### src/rtl/uart_pkg.sv
// Shared UART definitions: receiver state type, frame constants and the baud divider helper.
// The PARITY state exists only when UART_RX_PARITY_EN is defined.
package uart_pkg;

   localparam int unsigned DATA_BITS  = 8;
   localparam int unsigned OVERSAMPLE = 16;

   typedef enum logic [2:0] {
      StIdle,
      StStart,
      StData,
`ifdef UART_RX_PARITY_EN
      StParity,
`endif
      StStop,
      StWaitHigh
   } rx_state_t;

   // Clocks per oversample tick, floored, never below 1.
   function automatic int unsigned baud_div(input int unsigned clk_freq,
                                            input int unsigned baud_rate);
      int unsigned d;
      d = clk_freq / (baud_rate * OVERSAMPLE);
      return (d == 0) ? 1 : d;
   endfunction

endpackage

### src/rtl/uart_baud_tick.sv
// Free-running divider: one-cycle tick every Div clocks (Div=1 gives a tick every clock).
module uart_baud_tick #(
   parameter int unsigned Div = 1
) (
   input  logic clk,
   input  logic reset,
   output logic tick
);

   localparam int unsigned CntW = (Div > 1) ? $clog2(Div) : 1;

   logic [CntW-1:0] cnt_q, cnt_d;

   always_comb begin
      tick  = (cnt_q == CntW'(Div - 1));
      cnt_d = tick ? '0 : cnt_q + CntW'(1);
   end

   always_ff @(posedge clk or negedge reset) begin
      if (!reset) cnt_q <= '0;
      else        cnt_q <= cnt_d;
   end

endmodule

### src/rtl/uart_rx.sv
// 16x oversampling 8N1 UART receiver with registered valid/frame_err strobes.
// Define UART_RX_PARITY_EN to expect an even-parity bit after bit 7 and report parity_err.
module uart_rx
   import uart_pkg::*;
#(
   parameter int unsigned CLK_FREQ   = 50_000_000,
   parameter int unsigned BAUD_RATE  = 9600,
   parameter int unsigned OVERSAMPLE = 16
) (
   input  logic       clk,
   input  logic       reset,
   input  logic       rx,
   output logic [7:0] data,
   output logic       valid,
   output logic       frame_err,
   output logic       parity_err,
   output logic       busy
);

   localparam int unsigned Div  = baud_div(CLK_FREQ, BAUD_RATE);
   localparam int unsigned CntW = $clog2(OVERSAMPLE);
   localparam logic [CntW-1:0] MidCnt  = CntW'(OVERSAMPLE / 2 - 1);
   localparam logic [CntW-1:0] EndCnt  = CntW'(OVERSAMPLE - 1);
   localparam logic [2:0]      LastIdx = 3'(DATA_BITS - 1);

   logic            tick;
   logic [1:0]      sync_q;
   logic            rx_s;
   rx_state_t       state_q, state_d;
   logic [CntW-1:0] cnt_q, cnt_d;
   logic [2:0]      idx_q, idx_d;
   logic [7:0]      shift_q, shift_d;
   logic [7:0]      data_q, data_d;
   logic            valid_q, valid_d;
   logic            ferr_q, ferr_d;
`ifdef UART_RX_PARITY_EN
   logic            perr_q, perr_d;
   logic            par_q, par_d;
`endif

   uart_baud_tick #(
      .Div(Div)
   ) u_baud_tick (
      .clk  (clk),
      .reset(reset),
      .tick (tick)
   );

   assign rx_s = sync_q[1];

   always_comb begin
      state_d = state_q;
      cnt_d   = cnt_q;
      idx_d   = idx_q;
      shift_d = shift_q;
      data_d  = data_q;
      valid_d = 1'b0;
      ferr_d  = 1'b0;
`ifdef UART_RX_PARITY_EN
      perr_d  = 1'b0;
      par_d   = par_q;
`endif
      unique case (state_q)
         StIdle: begin
            if (tick && !rx_s) begin
               state_d = StStart;
               cnt_d   = '0;
            end
         end
         StStart: begin
            if (tick) begin
               if (cnt_q == MidCnt) begin
                  cnt_d   = '0;
                  idx_d   = '0;
                  state_d = rx_s ? StIdle : StData;
               end else begin
                  cnt_d = cnt_q + CntW'(1);
               end
            end
         end
         StData: begin
            if (tick) begin
               if (cnt_q == EndCnt) begin
                  cnt_d          = '0;
                  shift_d[idx_q] = rx_s;
                  if (idx_q == LastIdx) begin
`ifdef UART_RX_PARITY_EN
                     state_d = StParity;
`else
                     state_d = StStop;
`endif
                  end else begin
                     idx_d = idx_q + 3'd1;
                  end
               end else begin
                  cnt_d = cnt_q + CntW'(1);
               end
            end
         end
`ifdef UART_RX_PARITY_EN
         StParity: begin
            if (tick) begin
               if (cnt_q == EndCnt) begin
                  cnt_d   = '0;
                  par_d   = rx_s;
                  state_d = StStop;
               end else begin
                  cnt_d = cnt_q + CntW'(1);
               end
            end
         end
`endif
         StStop: begin
            if (tick) begin
               if (cnt_q == EndCnt) begin
                  cnt_d  = '0;
                  data_d = shift_q;
                  // A bad stop bit wins over a parity mismatch.
                  if (rx_s) begin
                     state_d = StIdle;
`ifdef UART_RX_PARITY_EN
                     if ((^shift_q) != par_q) perr_d  = 1'b1;
                     else                     valid_d = 1'b1;
`else
                     valid_d = 1'b1;
`endif
                  end else begin
                     ferr_d  = 1'b1;
                     state_d = StWaitHigh;
                  end
               end else begin
                  cnt_d = cnt_q + CntW'(1);
               end
            end
         end
         StWaitHigh: begin
            if (rx_s) state_d = StIdle;
         end
         default: state_d = StIdle;
      endcase
   end

   always_ff @(posedge clk or negedge reset) begin
      if (!reset) begin
         sync_q  <= 2'b11;
         state_q <= StIdle;
         cnt_q   <= '0;
         idx_q   <= '0;
         shift_q <= '0;
         data_q  <= '0;
         valid_q <= 1'b0;
         ferr_q  <= 1'b0;
`ifdef UART_RX_PARITY_EN
         perr_q  <= 1'b0;
         par_q   <= 1'b0;
`endif
      end else begin
         sync_q  <= {sync_q[0], rx};
         state_q <= state_d;
         cnt_q   <= cnt_d;
         idx_q   <= idx_d;
         shift_q <= shift_d;
         data_q  <= data_d;
         valid_q <= valid_d;
         ferr_q  <= ferr_d;
`ifdef UART_RX_PARITY_EN
         perr_q  <= perr_d;
         par_q   <= par_d;
`endif
      end
   end

   assign data      = data_q;
   assign valid     = valid_q;
   assign frame_err = ferr_q;
   assign busy      = (state_q != StIdle);
`ifdef UART_RX_PARITY_EN
   assign parity_err = perr_q;
`else
   assign parity_err = 1'b0;
`endif

endmodule
### config.mk
export PLATFORM = sky130hd
export DESIGN_NAME = uart_rx
export DESIGN_NICKNAME = d
export VERILOG_FILES = /design/src/rtl/uart_pkg.sv /design/src/rtl/uart_baud_tick.sv /design/src/rtl/uart_rx.sv
export SDC_FILE = /design/constraint.sdc
export NUM_CORES = 1
export LEC_CHECK = 0
export ABC_CLOCK_PERIOD_IN_PS = 3200
export CORE_MARGIN = 2
export CORE_UTILIZATION = 40
export CTS_CLUSTER_DIAMETER = 50
export DETAILED_ROUTE_END_ITERATION = 8
export GPL_TIMING_DRIVEN = 0
export PLACE_DENSITY = 0.61
export SLEW_MARGIN = 15
export SYNTH_ARGS = -nofsm -noshare
export SYNTH_HDL_FRONTEND = slang
export SYNTH_HIERARCHICAL = 1
export SYNTH_SLANG_ARGS = --single-unit
### constraint.sdc
create_clock -name clk -period 3.2 [get_ports clk]
set_input_delay 0.32 -clock clk [delete_from_list [all_inputs] [get_ports clk]]
set_output_delay 0.32 -clock clk [all_outputs]
set_load 0.01 [all_outputs]
# Word level (Yosys, flattened, before mapping)
# Index checks and enable logic that the tools add are counted.
word_totals:
  ff_bits: 39
  in_bits: 3
  out_inout_bits: 12
op_classes:
  n_addsub: 3
  n_lt_le_gt_ge: 2
  n_eq_ne: 19
  muxes: 36
  reduce_logical: 13
op_table:
  columns: ["op", "n"]
  rows:
  - ["2-to-1 mux 3 bit", 15]
  - ["2-to-1 mux 4 bit", 5]
  - ["!= test 2 bit (second input constant)", 10]
  - ["case mux 3 bit (5 select lines)", 1]
  - ["case mux 4 bit (3 select lines)", 1]
  - ["adder 9 x 1 -> 9 bit (second input constant)", 1]
  - ["equality test 9 bit (second input constant)", 1]
  - ["2-to-1 mux 1 bit", 9]
  - ["2-to-1 mux 9 bit", 1]
  - ["AND reduction 9 bit", 1]
  - ["bitwise mux 8 bit", 1]
  - ["equality test 3 x 2 -> 1 bit (second input constant)", 2]
  - ["equality test 3 bit (second input constant)", 2]
  - ["case mux 3 bit (2 select lines)", 1]
  - ["AND reduction 3 bit", 2]
  - ["AND reduction 6 bit", 1]
  - ["nonzero test 3 bit", 2]
  - ["adder 4 x 1 -> 4 bit (second input constant)", 1]
  - ["equality test 4 x 3 -> 1 bit (second input constant)", 1]
  - ["equality test 4 bit (second input constant)", 1]
  - ["less-than comparator 3 x 4 -> 1 bit (second input constant)", 1]
  - ["AND reduction 4 bit", 1]
  - ["adder 3 x 1 -> 3 bit (second input constant)", 1]
  - ["demux 1 bit (select 3 bit)", 1]
  - ["9 further kinds", 10]

# Depth between registers and ports, before layout
logic_depth:
  depth_word: 5
  mapped_depth: 8

# Cells and area by module
# The synthesis kept the hierarchy.
modules_own_cells:
  columns: ["module", "n_inst", "cells_each", "area_per_inst_um2", "seq_area_each_um2"]
  rows:
  - ["uart_rx", 1, 126, 1432.6, 753.2]
  - ["uart_baud_tick", 1, 41, 424.2, 225.2]

# Worst setup path after synthesis
# No wires, ideal clock.
synth_path:
  kind: "reg-to-reg"
  from: "register u_baud_tick.cnt_q[0]"
  to: "register data_q[0] (netlist: data[0])"
  setup_time_ns: 0.125
  arrival_time_ns: 2.031
  required_ns: 3.075
  path_slack_ns: 1.044
  path_stages_with_launch: 8
  path_buffers: 0
  period_less_slack_ns: 2.156
  cell_sequence: "dfrtp_1 > inv_1 > ha_1 > nand4bb_1 > nor2_1 > nand4_1 > nor3_4 > mux2_2"
synth_between:
  elab_chain_cells: 2
synth_rtl:
  columns: ["element", "line", "text"]
  rows:
  - ["start: declaration", "uart_baud_tick.sv:12", "logic [CntW-1:0] cnt_q, cnt_d;"]
  - ["start signal: assignment", "uart_baud_tick.sv:21", "else cnt_q <= cnt_d;"]
  - ["equality test 9 bit", "uart_baud_tick.sv:15", "tick = (cnt_q == CntW'(Div - 1));"]
  - ["via tick", "uart_rx.sv:26", "logic tick;"]
  - ["AND reduction 3 bit (no line)", null, null]
  - ["end signal: assignment", "uart_rx.sv:163", "data_q <= data_d;"]
  - ["end: declaration", "uart_rx.sv:33", "logic [7:0] data_q, data_d;"]
# The timed path passes the listed nets, and every way through them passes these cells.
# A chain may end at the register's enable or synchronous reset.

# Final worst setup path
layout_path:
  from: "register u_baud_tick.cnt_q[0]"
  to: "register data_q[6] (netlist: data[6])"
# The elaborated chain is that of the path after synthesis.

==> summary.txt <==
Outcome
  • Status: complete, no violations

Clock network
  • TritonCTS clock tree: built
  • Clock sink count: 39
  • Clock latency reported for the late side of the worst-skew pair: ~280 ps
  • Clk buf depth: 2
  • H-tree levels: 2
  • Root buffer cell: clkbuf_8
  • Resized Gates After CTS: 0
  • Cts bufs inserted: 5
  • Post-CTS clock slew at the launch and capture registers of the worst setup and hold paths: 70 ps

Timing
  • F_max: around 380 MHz
  • Fin Setup TNS: 0 ps
  • Hold Violations, Final: 0
  • Remaining max-slew budget at the tightest pin: 59.2%
  • Max Slew Vio Count: 0
  • Setup repair after global routing missed its margin: false
  • Final critical delay including setup and external delays: 2620 ps
  • Period utilisation layout: roughly four fifths
  • Worst Tran Pin Value: a little over 600 ps
  • Setup violators final: 0
  • Setup WS post-layout: 584 ps
  • Clock skew after layout: 2.67 ps

Route
  • Vias per inst: 5.40
  • M1 wire length: 1460 µm
  • Highest metal layer with signal wires: met4
  • Residual antenna-violating net count after detailed routing: 0
  • Met3 wire len: 137 µm
  • First-iteration detailed-routing DRC count: 48
  • Total Wirelength: between 3000 and 4000 µm
  • Detailed-routed wire length on met2: 1680 µm
  • Number of DRC violations after detailed routing: 0
  • Detailed-router iteration count before antenna repair: 4
  • Total number of vias: 1,308
  • Average detailed-routed wire length per instance: 13.7 µm

Setup path
  • Critical-path cell with the highest stage delay: nor3_4
  • Nature of the critical path endpoint: register
  • CP peak stage delay: 530 ps
  • Worst-path maximum fanout: 10
  • Startpoint type of the worst setup path: register
  • Worst path cell trace: inv_1 > ha_1 > nand4bb_1 > nor2_1 > nand4_1 > nor3_4 > mux2_2
  • Data required time at the worst endpoint: 3370 ps
  • Type of the setup path with the least slack: reg2reg
  • Arrival @ worst endpoint: 2780 ps

Pwr
  • Combinational fraction of design power: 2.1%
  • Portion of total power attributed to the clock network: 40.7%
  • Internal power summed over all cells: 0.697 mW
  • Net Sw Power: 0.169 mW
  • Worst vdd rail ir drop: ~0.24 mV
  • Total power density per cell area: between 300 and 400 nW/µm²
  • Standby leakage power: 0.984 nW
  • Sw Ratio: 19.5%
  • Relative contribution of sequential cells to total power: around 57%

Floorplan
  • Core footprint: approximately 4400 µm²
  • Die Height: 72.1 µm
  • Count of boundary I/O pins: 15
  • Total Die Area: between 5000 and 6000 µm²
  • Width of the chip: 72.1 µm
  • Initial Utilization: approximately 42%
  • Cell Rows: 24

Global route
  • Global routing usage summed across all routing layers: 14.8%
  • Residual overflow from global routing: 0
  • Global-route wire length before repair: 6000 µm
  • Largest net degree at the start of global routing: 27
  • Antenna violations before repair: 0
  • Via count of the first global-routing pass: 1,339

Synth
  • Post-synth ARST share: 100%
  • Synthesized instance count: approximately 170
  • Number of unique standard cell types used by synthesis: 40
  • Number of storage elements in the synthesis netlist: 39
  • Synthesized area: 1860 µm²
  • Predominant post-synthesis flop cell: dfrtp_1
  • Post-synth net total: 175
  • Average size of a mapped cell: 11.1 µm²
  • Portion of the post-synthesis area used by sequential elements: 52.7%
  • Number of enable-type register cells in the synthesized netlist: 0
  • Synth Warn #: 6

Job
  • Max-cap check violation count: 0

Final layout
  • Share of cells above drive strength 1: 18.9%
  • Synthesis-to-finish area growth: 17.3%
  • Diode count: 0
  • Count of nets after finishing: 197

Worst hold path
  • HP Class: reg2reg

Place
  • Number of buffers inserted by port buffering: 13
  • Placed wire-length estimate after detailed placement: 2430 µm
  • Pre-CTS WS: 553 ps
  • Final RePlAce weighted congestion: 0.834
logic make-up (layout without fill, tap and decap cells):
family                   count (synthesis)  after routing  synth area share (%)
multiplexers                            19             19                  11.6
other                                    1              1                 0.202
AND/OR/NAND/NOR                         66             66                  19.7
XOR/XNOR                                 5              5                  2.36
AO/OA/AOI/OAI                           18             18                  6.40
flip-flops                              39             39                  52.7
buffers and inverters                   14             37                  3.64
adder cells (fa/ha/maj)                  5              5                  3.37
repair_timing:
action                                 CTS  global route
hold buffers                             1             0
endpoints found under the hold margin   11             0
buffers inserted                         0             0
registers in the layout, summed over array words and instances (netlist names):
signal and cells:
sync_q 2, frame_err 1, data 8, idx_q 3
state_q 3, valid 1, shift_q 8, u_baud_tick/cnt_q 9
cnt_q 4
path summary, 6_finish.rpt:
check / from / end / slack (ps) / depth (start not counted)
max: u_baud_tick/cnt_q[0] / data[6] / 580 / 7
min: sync_q[0] / sync_q[1] / 360 / 0
max reg2reg: u_baud_tick/cnt_q[0] / data[6] / 580 / 7
min reg2reg: sync_q[0] / sync_q[1] / 360 / 0
max in group asynchronous: reset / idx_q[2] / 2290 / 3
min in group asynchronous: reset / cnt_q[2] / 470 / 2
power by group through the flow:
stage / registers, mW / clock network, mW / logic (mW)
global route: 0.496 / 0.394 / 0.0208
detailed placement: 0.505 / 0 / 0.0182
finish: 0.496 / 0.352 / 0.0181
CTS: 0.496 / 0.369 / 0.0192
global placement: 0.506 / 0 / 0.0156
floorplan: 0.505 / 0 / 0.00279
routing by layer:
layer,global-route usage (%),vias up
met5,0,-
met4,5.87,0
met3,4.17,4
met2,24.4,26
met1,18.5,650
li1,-,628
cell usage after synthesis, types with 2 or more instances:
cell       instances  area (µm²)
mux2_2            16         180
nand3_1            6        30.0
a21oi_1            4        20.0
nor2_1            16        60.1
nand4bb_1          2        22.5
o21ai_0            5        25.0
nor3_1             5        25.0
xor2_1             3        26.3
a211oi_1           2        15.0
xnor2_1            2        17.5
buf_2              3        15.0
nand2_1           14        52.6
nand4_1            5        31.3
nor2b_1            2        12.5
and2_1             2        12.5
inv_1              8        30.0
dfstp_2            2        52.6
dfrtp_1           37         926
mux2i_1            2        20.0
a22o_1             3        26.3
nand2b_1           2        12.5
or3_1              3        18.8
ha_1               5        62.6
nor4_1             2        12.5
worst max-delay path: cells and delay by family, from the launching register on:
kind | cells | cell delay, ps
AND/OR/NAND/NOR | 4 | 1480
buffers and inverters | 1 | 70
multiplexers | 1 | 400
adder cells (fa/ha/maj) | 1 | 140
flip-flops | 1 | 410
cell usage in the layout, fill, tap and decap left out, types with 4 or more instances in the layout:
cell type and instances:
dfrtp_1 37, nand2_1 14, buf_2 4, ha_1 5, inv_1 8, nand4_1 5, nand3_1 6, o21ai_0 5
nor2_1 16, clkbuf_8 7, nor3_1 5, clkdlybuf4s50_1 12, mux2_2 16, a21oi_1 4
through the flow:
step / power [mW] / util, % / std cells / hold slack (ps) / cell area [µm²]
after global placement: 0.521 / 46.5 / 232 / 349 / 2050
after detailed placement: 0.524 / 46.8 / 233 / 240 / 2070
after global routing: 0.911 / 49.3 / 242 / 362 / 2180
after CTS: 0.884 / 49.3 / 242 / 358 / 2180
final: 0.867 / 49.3 / 242 / 357 / 2180
after floorplan: 0.508 / - / 167 / 24.4 / 1860
layout make-up:
class / instances / area [µm²]
buffer: 6 / 37.5
clock buffer: 8 / 100
fill: 395 / 2240
inverter: 8 / 30.0
multi-input combinational: 114 / 811
sequential: 39 / 978
tap: 52 / 65.1
timing repair buffer: 15 / 155
(Power assumes the default switching activity.)
